==> config.mk <==
export PLATFORM = sky130hd
export DESIGN_NAME = cla_addsub_pipe
export DESIGN_NICKNAME = d
export VERILOG_FILES = /design/src/rtl/cla_pkg.sv /design/src/rtl/cla_group4.sv /design/src/rtl/cla_addsub_pipe.sv
export SDC_FILE = /design/constraint.sdc
export NUM_CORES = 1
export LEC_CHECK = 0
export CORE_ASPECT_RATIO = 1.4
export CORE_MARGIN = 1
export CORE_UTILIZATION = 30
export DETAILED_ROUTE_END_ITERATION = 10
export RECOVER_POWER = 50
export SLEW_MARGIN = 0
export SYNTH_ARGS = -nofsm -noshare
export SYNTH_HDL_FRONTEND = slang
export SYNTH_SLANG_ARGS = --single-unit
==> constraint.sdc <==
create_clock -name clk -period 15.1 [get_ports clk]
set_input_delay 1.51 -clock clk [delete_from_list [all_inputs] [get_ports clk]]
set_output_delay 1.51 -clock clk [all_outputs]
set_load 0.02 [all_outputs]
==> src/rtl/cla_pkg.sv <==
// Shared types and constants for the pipelined carry-lookahead adder/subtractor.
// Covers the operation encoding, the lookahead group width and the stage-count helper.
package cla_pkg;

  typedef enum logic [1:0] {
    OP_ADD = 2'd0,
    OP_SUB = 2'd1,
    OP_ADC = 2'd2,
    OP_SBB = 2'd3
  } op_e;

  localparam int GRP_W = 4;

  function automatic int nstg(input int width, input int gps);
    return width / (GRP_W * gps);
  endfunction

endpackage

==> src/rtl/cla_group4.sv <==
// Combinational 4-bit carry-lookahead group.
// Produces the group sum, the group generate/propagate terms and the group carry-out.
module cla_group4
  import cla_pkg::*;
(
  input  logic [GRP_W-1:0] p,
  input  logic [GRP_W-1:0] g,
  input  logic             cin,
  output logic [GRP_W-1:0] sum,
  output logic             G,
  output logic             P,
  output logic             cout
);

  logic [GRP_W-1:0] c;

  assign c[0] = cin;
  assign c[1] = g[0] | (p[0] & cin);
  assign c[2] = g[1] | (p[1] & g[0]) | (p[1] & p[0] & cin);
  assign c[3] = g[2] | (p[2] & g[1]) | (p[2] & p[1] & g[0]) | (p[2] & p[1] & p[0] & cin);

  assign G    = g[3] | (p[3] & g[2]) | (p[3] & p[2] & g[1]) | (p[3] & p[2] & p[1] & g[0]);
  assign P    = &p;
  assign cout = G | (P & cin);
  assign sum  = p ^ c;

endmodule

==> src/rtl/cla_addsub_pipe.sv <==
// Pipelined carry-lookahead adder/subtractor with an elastic valid/ready chain.
// Each stage resolves GPS 4-bit groups; flags come out of the last stage registers.
module cla_addsub_pipe
  import cla_pkg::*;
#(
  parameter int WIDTH = 32,
  parameter int GPS   = 2,
  parameter int TAG_W = 4
) (
  input  logic             clk,
  input  logic             rst,
  input  logic             in_valid,
  output logic             in_ready,
  input  logic [WIDTH-1:0] in_a,
  input  logic [WIDTH-1:0] in_b,
  input  op_e              in_op,
  input  logic             in_cin,
  input  logic [TAG_W-1:0] in_tag,
  output logic             out_valid,
  input  logic             out_ready,
  output logic [WIDTH-1:0] out_sum,
  output logic [TAG_W-1:0] out_tag,
  output logic             out_c,
  output logic             out_v,
  output logic             out_z,
  output logic             out_n
);

  localparam int NSTG = nstg(WIDTH, GPS);

  if ((WIDTH % (GRP_W * GPS)) != 0 || WIDTH < (GRP_W * GPS)) begin : g_bad_cfg
    $error("cla_addsub_pipe: WIDTH must be a non-zero multiple of 4*GPS");
  end

  logic [WIDTH-1:0] b_eff, p_in, g_in;
  logic             c_in0;

  always_comb begin
    b_eff = ((in_op == OP_SUB) || (in_op == OP_SBB)) ? ~in_b : in_b;
    c_in0 = 1'b0;
    case (in_op)
      OP_ADD:  c_in0 = 1'b0;
      OP_SUB:  c_in0 = 1'b1;
      OP_ADC:  c_in0 = in_cin;
      OP_SBB:  c_in0 = ~in_cin;
      default: c_in0 = 1'b0;
    endcase
    p_in = in_a ^ b_eff;
    g_in = in_a & b_eff;
  end

  logic             vld_reg [NSTG];
  logic [WIDTH-1:0] sum_reg [NSTG];
  logic [WIDTH-1:0] p_reg   [NSTG];
  logic [WIDTH-1:0] g_reg   [NSTG];
  logic             c_reg   [NSTG];
  logic             z_reg   [NSTG];
  logic [TAG_W-1:0] tag_reg [NSTG];
  logic             v_reg;
  logic [NSTG-1:0]  rdy;

  // A stage may load when it is empty or the stage after it is moving.
  always_comb begin
    rdy[NSTG-1] = !vld_reg[NSTG-1] | out_ready;
    for (int k = NSTG - 2; k >= 0; k--) begin
      rdy[k] = !vld_reg[k] | rdy[k+1];
    end
  end

  for (genvar gi = 0; gi < NSTG; gi++) begin : g_stage
    logic [WIDTH-1:0] s_p, s_g, s_sum, st_sum;
    logic             s_c, s_z, s_vld, st_z;
    logic [TAG_W-1:0] s_tag;
    logic [GRP_W-1:0] gsum [GPS];
    logic [GPS-1:0]   grp_gen, grp_prop, grp_cout;
    logic [GPS:0]     gc;

    if (gi == 0) begin : g_src
      assign s_p   = p_in;
      assign s_g   = g_in;
      assign s_sum = '0;
      assign s_c   = c_in0;
      assign s_z   = 1'b1;
      assign s_vld = in_valid;
      assign s_tag = in_tag;
    end else begin : g_src
      assign s_p   = p_reg[gi-1];
      assign s_g   = g_reg[gi-1];
      assign s_sum = sum_reg[gi-1];
      assign s_c   = c_reg[gi-1];
      assign s_z   = z_reg[gi-1];
      assign s_vld = vld_reg[gi-1];
      assign s_tag = tag_reg[gi-1];
    end

    for (genvar gj = 0; gj < GPS; gj++) begin : g_grp
      localparam int LO = (gi * GPS + gj) * GRP_W;
      cla_group4 u_grp (
        .p    (s_p[LO +: GRP_W]),
        .g    (s_g[LO +: GRP_W]),
        .cin  (gc[gj]),
        .sum  (gsum[gj]),
        .G    (grp_gen[gj]),
        .P    (grp_prop[gj]),
        .cout (grp_cout[gj])
      );
    end

    always_comb begin
      gc[0]  = s_c;
      st_sum = s_sum;
      st_z   = s_z;
      for (int j = 0; j < GPS; j++) begin
        gc[j+1] = grp_gen[j] | (grp_prop[j] & gc[j]);
        st_sum[(gi * GPS + j) * GRP_W +: GRP_W] = gsum[j];
        st_z = st_z & ~|gsum[j];
      end
    end

    always_ff @(posedge clk or posedge rst) begin
      if (rst) begin
        vld_reg[gi] <= 1'b0;
        sum_reg[gi] <= '0;
        p_reg[gi]   <= '0;
        g_reg[gi]   <= '0;
        c_reg[gi]   <= 1'b0;
        z_reg[gi]   <= 1'b0;
        tag_reg[gi] <= '0;
      end else if (rdy[gi]) begin
        vld_reg[gi] <= s_vld;
        sum_reg[gi] <= st_sum;
        p_reg[gi]   <= s_p;
        g_reg[gi]   <= s_g;
        c_reg[gi]   <= gc[GPS];
        z_reg[gi]   <= st_z;
        tag_reg[gi] <= s_tag;
      end
    end

    if (gi == NSTG - 1) begin : g_flags
      // Carry into the MSB is recovered from its sum bit: sum = p ^ carry_in.
      always_ff @(posedge clk or posedge rst) begin
        if (rst) begin
          v_reg <= 1'b0;
        end else if (rdy[gi]) begin
          v_reg <= gc[GPS] ^ s_p[WIDTH-1] ^ st_sum[WIDTH-1];
        end
      end
    end
  end

  assign in_ready  = rdy[0];
  assign out_valid = vld_reg[NSTG-1];
  assign out_sum   = sum_reg[NSTG-1];
  assign out_tag   = tag_reg[NSTG-1];
  assign out_c     = c_reg[NSTG-1];
  assign out_v     = v_reg;
  assign out_z     = z_reg[NSTG-1];
  assign out_n     = sum_reg[NSTG-1][WIDTH-1];

endmodule

# After elaboration in Yosys (flattened, before gate mapping)
# Index checks and enable logic that the tools add are counted.
dict set report totals {
  ff_bits 301
  inputBits 75
}
dict set report op_classes {
  eq_ne 3
  muxes 2
  bitwise 225
  reduce_logical 30
}
# cell count
set ops {}
lappend ops {{$and A1 B1 Y1} 127}
lappend ops {{$or A1 B1 Y1} 84}
lappend ops {{$and A32 B32 Y32} 1}
lappend ops {{$mux W32} 1}
lappend ops {{$not A32 Y32} 1}
lappend ops {{$reduce_and A4 Y1} 8}
lappend ops {{$reduce_or A4 Y1} 8}
lappend ops {{$xor A32 B32 Y32} 1}
lappend ops {{$xor A4 B4 Y4} 8}
lappend ops {{$logic_not A1 Y1} 12}
lappend ops {{$eq A2 B2 Y1 const B} 2}
lappend ops {{$pmux W1 S4} 1}
lappend ops {{$eq A2 B1 Y1 const B} 1}
lappend ops {{$logic_not A2 Y1} 1}
lappend ops {{$xor A1 B1 Y1} 2}
lappend ops {{$logic_or A1 B1 Y1} 1}
lappend ops {{$not A1 Y1} 1}

# Depth between registers and ports, before layout
# Gate-level depths: netlist (run 1).
dict set report depth {
  ltp_word 15
  ltp_mapped 13
}

# By module
# From an unflattened synthesis (run 1), not the netlist that was laid out.
dict set report unflattened {
  cells_unflattened 849
  area_unflattened_um2 9521.6
}
# mod instances cells_each area_each_um2
set modules_own_cells {}
lappend modules_own_cells {cla_addsub_pipe 1 729 8610.8}
lappend modules_own_cells {cla_group4 8 15 113.9}

# Worst setup path before layout (run 1)
# OpenSTA, ideal clock, no wires.
dict set report synth_path {
  path_type {input -> register}
  from {input in_op[0]}
  to {register z_reg, in the netlist g_stage[1].s_z}
  setup_time_ps 120
  arrival_time_ps 3808
  t_required_ps 14980
  slack_ps 11171
  stages 12
  path_cell_list {buf_6 > buf_2 > xor2_1 > ha_1 > o2111ai_2 > a21o_1 > nor2b_1 > fa_1 > xor2_1 > nand4b_1 > a21oi_1 > a41o_1}
}
dict set report synth_between {
  elab_chain_cells 15
  word_cells_on_any_way 57
  cone_classes {eq/ne: 3; mux: 2; bitwise: 45; reduce/logical: 7}
}
# element line
set synth_lines {}
lappend synth_lines {{start, declared} cla_addsub_pipe.sv:16} ;# input op_e in_op,
lappend synth_lines {{$eq A2 B1 Y1 or $eq A2 B2 Y1 (tied branches)} {cla_addsub_pipe.sv:39, cla_addsub_pipe.sv:41}}
lappend synth_lines {{$logic_or A1 B1 Y1} cla_addsub_pipe.sv:39} ;# b_eff = ((in_op == OP_SUB) || (in_op == OP_SBB)) ? ~in_b : in_b;
lappend synth_lines {{$mux W32} cla_addsub_pipe.sv:39}
lappend synth_lines {{$xor A32 B32 Y32 or $and A32 B32 Y32 (tied branches)} {cla_addsub_pipe.sv:48, cla_addsub_pipe.sv:49}}
lappend synth_lines {{$and A1 B1 Y1} cla_group4.sv:22} ;# assign G = g[3] | (p[3] & g[2]) | (p[3] & p[2] & g[1]) | (p[3] & p[2] & p[1] & g[0]);
lappend synth_lines {{$or A1 B1 Y1 or $and A1 B1 Y1 (tied branches) (2 in a row)} cla_group4.sv:22}
lappend synth_lines {{$or A1 B1 Y1} cla_group4.sv:22}
lappend synth_lines {{$or A1 B1 Y1} --}
lappend synth_lines {{$and A1 B1 Y1 (on tied branches)} {cla_group4.sv:18, cla_group4.sv:19, cla_group4.sv:20}}
lappend synth_lines {{$or A1 B1 Y1 (on tied branches)} {cla_group4.sv:18, cla_group4.sv:19, cla_group4.sv:20}}
lappend synth_lines {{$xor A4 B4 Y4} cla_group4.sv:25} ;# assign sum = p ^ c;
lappend synth_lines {{$reduce_or A4 Y1} cla_addsub_pipe.sv:116} ;# st_z = st_z & ~|gsum[j];
lappend synth_lines {{$logic_not A1 Y1} cla_addsub_pipe.sv:116}
lappend synth_lines {{$and A1 B1 Y1 (*)} cla_addsub_pipe.sv:116}
lappend synth_lines {{end signal, assigned by index} cla_addsub_pipe.sv:135} ;# z_reg[gi] <= st_z;
lappend synth_lines {{end, declared} cla_addsub_pipe.sv:57} ;# logic z_reg [NSTG];
# Every way passes the cells marked *; elsewhere a longest branch is shown, timed or not.
# A chain may end at the register's enable or synchronous reset.

# Worst setup path after layout (run 1)
dict set report layout_path {
  from {input out_ready}
  to {output in_ready}
}
dict set report layout_between {
  elab_chain_cells 4
}
# element line
set layout_lines {}
lappend layout_lines {{start, declared} cla_addsub_pipe.sv:20} ;# input logic out_ready,
lappend layout_lines {{$or A1 B1 Y1} cla_addsub_pipe.sv:64} ;# rdy[NSTG-1] = !vld_reg[NSTG-1] | out_ready;
lappend layout_lines {{$or A1 B1 Y1 (3 in a row)} cla_addsub_pipe.sv:66} ;# rdy[k] = !vld_reg[k] | rdy[k+1];
lappend layout_lines {{end, declared} cla_addsub_pipe.sv:13} ;# output logic in_ready,
# No other way between the ends.

==> reports/summary.json, run 1 <==
{
  "run_status": {
    "run_status": "complete, but fails checks",
    "violations_in_the_final_reports": "capacitance limit, slew limit"
  },
  "layout": {
    "antenna_cells": 0,
    "fin_cells": 1541,
    "post_route_cells_drive_above_1_share": 0.0478,
    "finish.net_count": 1255,
    "syn2layout_area_growth_pct": 21.8
  },
  "timing": {
    "timing.final.crit_share": 0.468,
    "final-setup-viol-count": 0,
    "worstMarginPinSlew_ns": 6.00,
    "timing.final.max_slew_violations": 331,
    "unrepaired_setup_endpoints_after_global_routing": "false",
    "timing_hold_violations_final": 0,
    "worst_slew_margin_rel": -3.00,
    "final.min_clock_period_ns": 7.06,
    "fin_tns_setup_ns": 0,
    "max_clock_freq_mhz": 142,
    "worst_clock_skew_ns": 0.0111
  },
  "floorplan": {
    "rows": 76,
    "floorplan.die_area_um2": 32200,
    "boundaryPins": 117,
    "dieWidth_um": 152,
    "fp.dieH_um": 212,
    "initial_utilization": 0.306,
    "core_um2": 30800
  },
  "drt": {
    "routed_wire_length_per_instance_um": 12.8,
    "detailroute.wirelength.met2_um": 9350,
    "route.top_layer_used": "met4",
    "drt-initial-drc-count": 418,
    "drcViolationCount": 0,
    "detailedRoute.firstPassIterationCount": 4,
    "route.layer.met1.wl_um": 9430,
    "vias_per_cell": 4.44,
    "vias_after_detailed_routing": 6842,
    "drt_wl_total_um": 19800,
    "wl_met3_um": 541,
    "final_antenna_net_count": 0
  },
  "clock_tree": {
    "clk_transition_reported_paths_ns": 0.06,
    "cts_tree": "yes",
    "clock_sinks": 205,
    "cts.repair.resized": 0,
    "cts_htree_levels": 1,
    "cts_made_buffers": 19,
    "hold_buffers": 0,
    "worstSkewPairLatency_ns": 0.48,
    "post_cts_buffers": 0,
    "root_buffer": "sky130_fd_sc_hd__clkbuf_16",
    "cts_max_path_buffers": 3
  },
  "synth": {
    "netlist.area_leader.share": 0.544,
    "synth_fp_nets": 1159,
    "synthesis.area_um2": 9430,
    "postSynth.topFlopCell": "sky130_fd_sc_hd__dfrtp_1",
    "synth.yosys.seq_area_share": 0.544,
    "synthesized_area_divided_by_synthesized_cell_count_um2": 9.03,
    "synth_top_cells_by_area": "sky130_fd_sc_hd__dfrtp_1, sky130_fd_sc_hd__nand2_1, sky130_fd_sc_hd__ha_1",
    "synth_area_leader_cell": "sky130_fd_sc_hd__dfrtp_1",
    "synthMostInstantiatedCell": "sky130_fd_sc_hd__nand2_1",
    "library_cells_used_by_synthesis": 60,
    "yosys-top-cells-count": "sky130_fd_sc_hd__nand2_1, sky130_fd_sc_hd__dfrtp_1, sky130_fd_sc_hd__xor2_1",
    "postSynth.asyncResetShare": 1.00,
    "ys.warnings.count": 0,
    "syn_inst": 1044,
    "ys_ff_latch": 205,
    "synth_enable_flop_cells": 0
  },
  "power": {
    "leakage_power_of_the_design_nw": 5.72,
    "power_density_nw_per_um2": 149,
    "vdd_drop_max_uv": 69.2,
    "post-layout-total-power_mw": 1.71
  },
  "worst_setup_path": {
    "timing.critical_path.to_type": "primary output",
    "crit_family": "buffers and inverters",
    "critical_path_cell_list": "dlygate4sd3_1 -> and4b_2 -> clkbuf_1 -> and2_2 -> inv_2 -> buf_4 -> clkdlybuf4s50_1",
    "worst-path-buf-inv": 5,
    "critPathRequiredTime_ns": 13.59,
    "r2r_cells": 7,
    "timing.critical_path.slowest_stage_cell": "sky130_fd_sc_hd__clkbuf_1",
    "critical_path.max_fanout": 66,
    "worstPathArrival_ns": 5.55,
    "cp-start-kind": "input pin",
    "ff2ff_setup_slack_ns": 11.29,
    "worst-setup-path-type": "input pin to primary output",
    "regToRegEndpoint": "g_stage[1].s_sum[7]$_DFFE_PP0P_",
    "reg2reg_from": "out_valid$_DFFE_PP0P_",
    "slowest_delay_ns": 1.79
  },
  "global_routing": {
    "grt_pass1_wl_um": 34100,
    "grt_pass1_vias": 6857,
    "number_of_antenna_violations_at_the_first_check_in_global_routing": 0,
    "track_usage": 0.126,
    "grt_max_degree": 141,
    "overflow": 0
  },
  "min_path": {
    "timing.hold.worst.class": "register to register",
    "hold_path.startpoint": "g_stage[1].s_g[10]$_DFFE_PP0P_",
    "timing.hold.worst_path_depth": 2,
    "holdPathEnd": "g_stage[1].s_g[10]$_DFFE_PP0P_"
  },
  "place": {
    "dp.cells": 1509,
    "detailedPlacementHpwl_um": 14200,
    "port_buffers": 116,
    "gp_congestion": 0.794
  },
  "job": {
    "drv.max_cap_violation_count": 5
  }
}
cell type report:
class                           instances  area [µm²]
Clock inverter                          5        50.0
Multi-Input combinational cell        777        4030
Tap cell                              390         488
Clock buffer                           27         536
Timing Repair Buffer                  125        1210
Inverter                               12        46.3
Sequential cell                       205        5130
Fill cell                            3119       19300
kinds of logic (layout without fill, tap and decap cells):
group	after synthesis	in the layout	share of synthesized area
simple gates	590	590	0.248
flops	205	205	0.544
compound gates	87	87	0.0669
buf+inv	62	169	0.0292
xor+xnor	52	52	0.0483
fa+ha+maj	40	40	0.0547
mux	8	8	0.00942
cells in the final DEF, fill, tap and decap left out, types with 8 or more instances in the layout:
cell type | synthesis | final
sky130_fd_sc_hd__dfrtp_1 | 205 | 205
sky130_fd_sc_hd__a21oi_1 | 16 | 16
sky130_fd_sc_hd__dlygate4sd3_1 | 0 | 14
sky130_fd_sc_hd__clkdlybuf4s50_1 | 0 | 101
sky130_fd_sc_hd__xnor2_1 | 8 | 8
sky130_fd_sc_hd__ha_1 | 38 | 38
sky130_fd_sc_hd__o21ai_0 | 19 | 19
sky130_fd_sc_hd__inv_1 | 11 | 10
sky130_fd_sc_hd__nand2_1 | 526 | 526
sky130_fd_sc_hd__nor2_1 | 21 | 21
sky130_fd_sc_hd__o21a_1 | 8 | 8
sky130_fd_sc_hd__clkbuf_16 | 0 | 19
sky130_fd_sc_hd__xor2_1 | 44 | 44
sky130_fd_sc_hd__clkbuf_1 | 23 | 9
per-stage QoR:
stage | cell area (µm²) | setup slack, ns | util | hold slack, ns
after global placement | 10900 | 9.42 | 0.355 | 0.449
final | 11500 | 8.04 | 0.373 | 0.460
after floorplan | 9430 | 7.99 | - | 0.430
after CTS | 11500 | 9.40 | 0.374 | 0.468
after global routing | 11500 | 7.62 | 0.373 | 0.479
after detailed placement | 10900 | 9.42 | 0.355 | 0.456
metal layers:
| metal | GRT usage | up-vias |
|---|---|---|
| met3 | 0.0127 | 30 |
| li1 | - | 3515 |
| met1 | 0.170 | 3195 |
| met2 | 0.213 | 102 |
| met4 | 0.0383 | 0 |
| met5 | 0 | - |
sequential cells by signal, summed over array words and instances, names as in the netlist:
signal,count
g_stage.s_p,48
g_stage.s_c,3
g_stage.s_sum,48
out_valid,1
out_sum,32
out_tag,4
out_v,1
out_c,1
g_stage.s_g,48
out_z,1
g_stage.s_tag,12
g_stage.s_vld,3
g_stage.s_z,3
worst max-delay path by stage:
stage / startpoint / endpoint / slack (ns) / depth (start not counted)
2_1_floorplan: rst / g_stage[1].s_c$_DFFE_PP0P_ / 7.99 / 1
3_3_place_gp: out_ready / in_ready / 9.42 / 7
5_1_grt: out_ready / in_ready / 7.62 / 7
4_1_cts: out_ready / in_ready / 9.40 / 7
6_report: out_ready / in_ready / 8.04 / 7
3_5_place_dp: out_ready / in_ready / 9.42 / 7
power breakdown:
| group | internal, mW | switching (mW) |
|---|---|---|
| sequential | 0.693 | 0.0903 |
| combinational | 0.201 | 0.263 |
| clock | 0.263 | 0.198 |
| total | 1.16 | 0.551 |
worst reg2reg max path: stages, from the launching register on:
cell and delay (ns):
sky130_fd_sc_hd__dfrtp_1 0.38, sky130_fd_sc_hd__and4b_2 0.22, sky130_fd_sc_hd__clkbuf_1 1.79, sky130_fd_sc_hd__and2_2 0.44, sky130_fd_sc_hd__buf_4 0.51, sky130_fd_sc_hd__nor3b_1 0.14
sky130_fd_sc_hd__mux2i_1 0.15, sky130_fd_sc_hd__nand3_1 0.08
No activity file was read; power rests on OpenSTA's default activity.
==> run 2, diff against run 1 <==
Clock period 15.1 ns to 7.15 ns, I/O delays scaled along.
==> run 2 against run 1 <==
Net effect: the run still ends with capacitance limit, slew limit left; core utilization grew 0.15 points; final cell count about the same; non-clock buffer count did not move; combinational power rose by 110%; register-to-register slack lost 7.5 ns; clock power increased by 120%; die area is the same; highest routed layer unchanged.
==> reports/summary.json, run 2 (same netlist as run 1, synthesis figures left out) <==
{
  "run_status": {
    "run_status": "complete, but fails checks",
    "violations_in_the_final_reports": "capacitance limit, slew limit"
  },
  "clock_tree": {
    "post_cts_buffers": {"value": 0, "change": "unchanged"},
    "cts_made_buffers": {"value": 20, "change": "+1"},
    "cts_tree": "yes",
    "clock_sinks": {"value": 205, "change": "unchanged"},
    "worstSkewPairLatency": {"value": 0.50, "unit": "ns", "change": "+0.02 ns"},
    "hold_buffers": {"value": 0, "change": "unchanged"},
    "clk_transition_reported_paths": {"value": 0.07, "unit": "ns", "change": "about the same"},
    "cts.repair.resized": {"value": 0, "change": "unchanged"},
    "cts_htree_levels": {"value": 1, "change": "unchanged"},
    "cts_max_path_buffers": {"value": 3, "change": "unchanged"},
    "root_buffer": "sky130_fd_sc_hd__clkbuf_16"
  },
  "drt": {
    "final_antenna_net_count": {"value": 0, "change": "unchanged"},
    "vias_after_detailed_routing": {"value": 6801, "change": "-0.60%"},
    "drt_wl_total": {"value": 19700, "unit": "µm", "change": "-0.21%"},
    "drcViolationCount": {"value": 0, "change": "unchanged"},
    "vias_per_cell": {"value": 4.41, "change": "-0.66%"},
    "drt-initial-drc-count": {"value": 424, "change": "+1.4%"},
    "routed_wire_length_per_instance": {"value": 12.8, "unit": "µm", "change": "-0.27%"},
    "detailedRoute.firstPassIterationCount": {"value": 5, "change": "+1"}
  },
  "global_routing": {
    "number_of_antenna_violations_at_the_first_check_in_global_routing": {"value": 0, "change": "unchanged"},
    "grt_pass1_wl": {"value": 33900, "unit": "µm", "change": "-0.67%"},
    "grt_max_degree": {"value": 139, "change": "-1.4%"},
    "overflow": {"value": 0, "change": "unchanged"},
    "track_usage": {"value": 0.127, "change": "+0.000642"},
    "grt_pass1_vias": {"value": 6765, "change": "-1.3%"}
  },
  "floorplan": {
    "fp.dieH": {"value": 212, "unit": "µm", "change": "unchanged"},
    "floorplan.die_area": {"value": 32200, "unit": "µm²", "change": "unchanged"},
    "initial_utilization": {"value": 0.306, "change": "unchanged"},
    "boundaryPins": {"value": 117, "change": "unchanged"},
    "dieWidth": {"value": 152, "unit": "µm", "change": "unchanged"},
    "rows": {"value": 76, "change": "unchanged"},
    "core": {"value": 30800, "unit": "µm²", "change": "unchanged"}
  },
  "layout": {
    "antenna_cells": {"value": 0, "change": "unchanged"},
    "final_common_cell": "sky130_fd_sc_hd__nand2_1",
    "fin_cells": {"value": 1542, "change": "+0.065%"},
    "layout.cells.most_common_list": "sky130_fd_sc_hd__nand2_1, sky130_fd_sc_hd__dfrtp_1, sky130_fd_sc_hd__clkdlybuf4s50_1",
    "post_route_cells_drive_above_1_share": {"value": 0.0503, "change": "+0.00256"},
    "finish.net_count": {"value": 1256, "change": "+0.080%"},
    "fill_cells": {"value": 3168, "change": "+1.6%"},
    "syn2layout_area_growth_pct": 22.3,
    "final_design_area_no_fill": {"value": 11500, "unit": "µm²", "change": "+0.39%"},
    "final_util": {"value": 0.374, "change": "+0.00146"}
  },
  "worst_setup_path": {
    "critPathRequiredTime": {"value": 7.45, "unit": "ns", "change": "-6.14 ns"},
    "critPathLaunch": "out_ready",
    "cp-start-kind": "input pin",
    "timing.critical_path.to_type": "register",
    "worstPathArrival": {"value": 4.03, "unit": "ns", "change": "-1.52 ns"},
    "worst-setup-path-type": "input pin to register",
    "reg2reg_from": "out_valid$_DFFE_PP0P_",
    "slowest_delay": {"value": 1.25, "unit": "ns", "change": "-0.54 ns"},
    "timing.critical_path.slowest_stage_cell": "sky130_fd_sc_hd__clkbuf_1",
    "critical_path.max_fanout": {"value": 46, "change": "-30%"},
    "critical_path_cell_list": "dlygate4sd3_1 -> nor2b_2 -> clkbuf_1 -> nand2_1 -> clkbuf_1 -> nand2_1 -> o21ai_0"
  },
  "timing": {
    "final-setup-viol-count": {"value": 0, "change": "unchanged"},
    "fin_tns_setup": {"value": 0, "unit": "ns", "change": "unchanged"},
    "final.min_clock_period_ns": 3.73,
    "timing.final.max_slew_violations": {"value": 129, "change": "-61%"},
    "worst_clock_skew": {"value": 0.0149, "unit": "ns", "change": "+0.00384 ns"},
    "unrepaired_setup_endpoints_after_global_routing": "false",
    "worst_slew_margin_rel": {"value": -0.290, "change": "+2.71"},
    "max_clock_freq_mhz": 268,
    "worstMarginPinSlew": {"value": 1.93, "unit": "ns", "change": "-4.06 ns"},
    "timing_hold_violations_final": {"value": 0, "change": "unchanged"},
    "timing.final.crit_share": 0.522,
    "fin_ws": {"value": 3.42, "unit": "ns", "change": "-4.62 ns"},
    "timing.hold.ws": {"value": 0.462, "unit": "ns", "change": "+0.00164 ns"}
  },
  "place": {
    "gp_congestion": {"value": 0.858, "change": "+8.1%"},
    "dp.cells": {"value": 1509, "change": "unchanged"},
    "port_buffers": {"value": 116, "change": "unchanged"},
    "placed_area": {"value": 10900, "unit": "µm²", "change": "unchanged"},
    "detailedPlacementHpwl": {"value": 14100, "unit": "µm", "change": "-0.73%"},
    "worst_slack_at_placement": {"value": 3.37, "unit": "ns", "change": "-6.05 ns"}
  },
  "power": {
    "post-layout-total-power": {"value": 3.64, "unit": "mW", "change": "+110%"},
    "vdd_drop_max": {"value": 143, "unit": "µV", "change": "+110%"},
    "leakage_power_of_the_design": {"value": 5.75, "unit": "nW", "change": "+0.59%"},
    "power_density": {"value": 316, "unit": "nW/µm²", "change": "+110%"}
  },
  "min_path": {
    "hold_path.startpoint": "g_stage[1].s_g[10]$_DFFE_PP0P_",
    "timing.hold.worst.class": "register to register"
  },
  "job": {
    "drv.max_cap_violation_count": {"value": 3, "change": "-2"}
  }
}
==> run 2: worst paths after layout <==
kind / endpoint / slack [ns] / depth (start not counted)
max: g_stage[3].s_p[31]$_DFFE_PP0P_ / 3.42 / 7
min: g_stage[1].s_g[10]$_DFFE_PP0P_ / 0.46 / 2
max reg2reg: g_stage[3].s_p[31]$_DFFE_PP0P_ / 3.81 / 6
min reg2reg: g_stage[1].s_g[10]$_DFFE_PP0P_ / 0.46 / 2
max in group asynchronous: g_stage[3].s_g[25]$_DFFE_PP0P_ / 4.76 / 3
min in group asynchronous: out_sum[23]$_DFFE_PP0P_ / 0.89 / 2
==> run 2: final cells by class <==
cell class / count / area [µm²] / area share
well taps: 390 / 488 / 0.0423
clock inverters: 7 / 66.3 / 0.00575
clock buffers: 26 / 554 / 0.0481
inverters: 12 / 52.6 / 0.00456
flip-flops and latches: 205 / 5130 / 0.445
repair buffers: 125 / 1210 / 0.105
multi-input cells: 777 / 4030 / 0.349
==> run 2: critical path: cells and delay by family <==
| kind | cells | cell delay [ns] |
|---|---|---|
| buf+inv | 3 | 2.62 |
| simple gates | 3 | 0.54 |
| compound gates | 1 | 0.11 |
==> run 2: metal layers <==
metal / vias to the layer above / GRT usage / wire length (µm) / part of all wire
met5: - / 0 / 0 / 0
met4: 0 / 0.0521 / 506 / 0.026
met3: 28 / 0.0129 / 555 / 0.028
met2: 101 / 0.206 / 9210 / 0.47
met1: 3152 / 0.173 / 9450 / 0.48
li1: 3520 / - / - / -
==> run 2: report_power, final <==
part / internal (mW) / total, mW / switching [mW]
Clock: 0.583 / 1.01 / 0.429
Combinational: 0.424 / 0.978 / 0.554
Sequential: 1.46 / 1.65 / 0.190
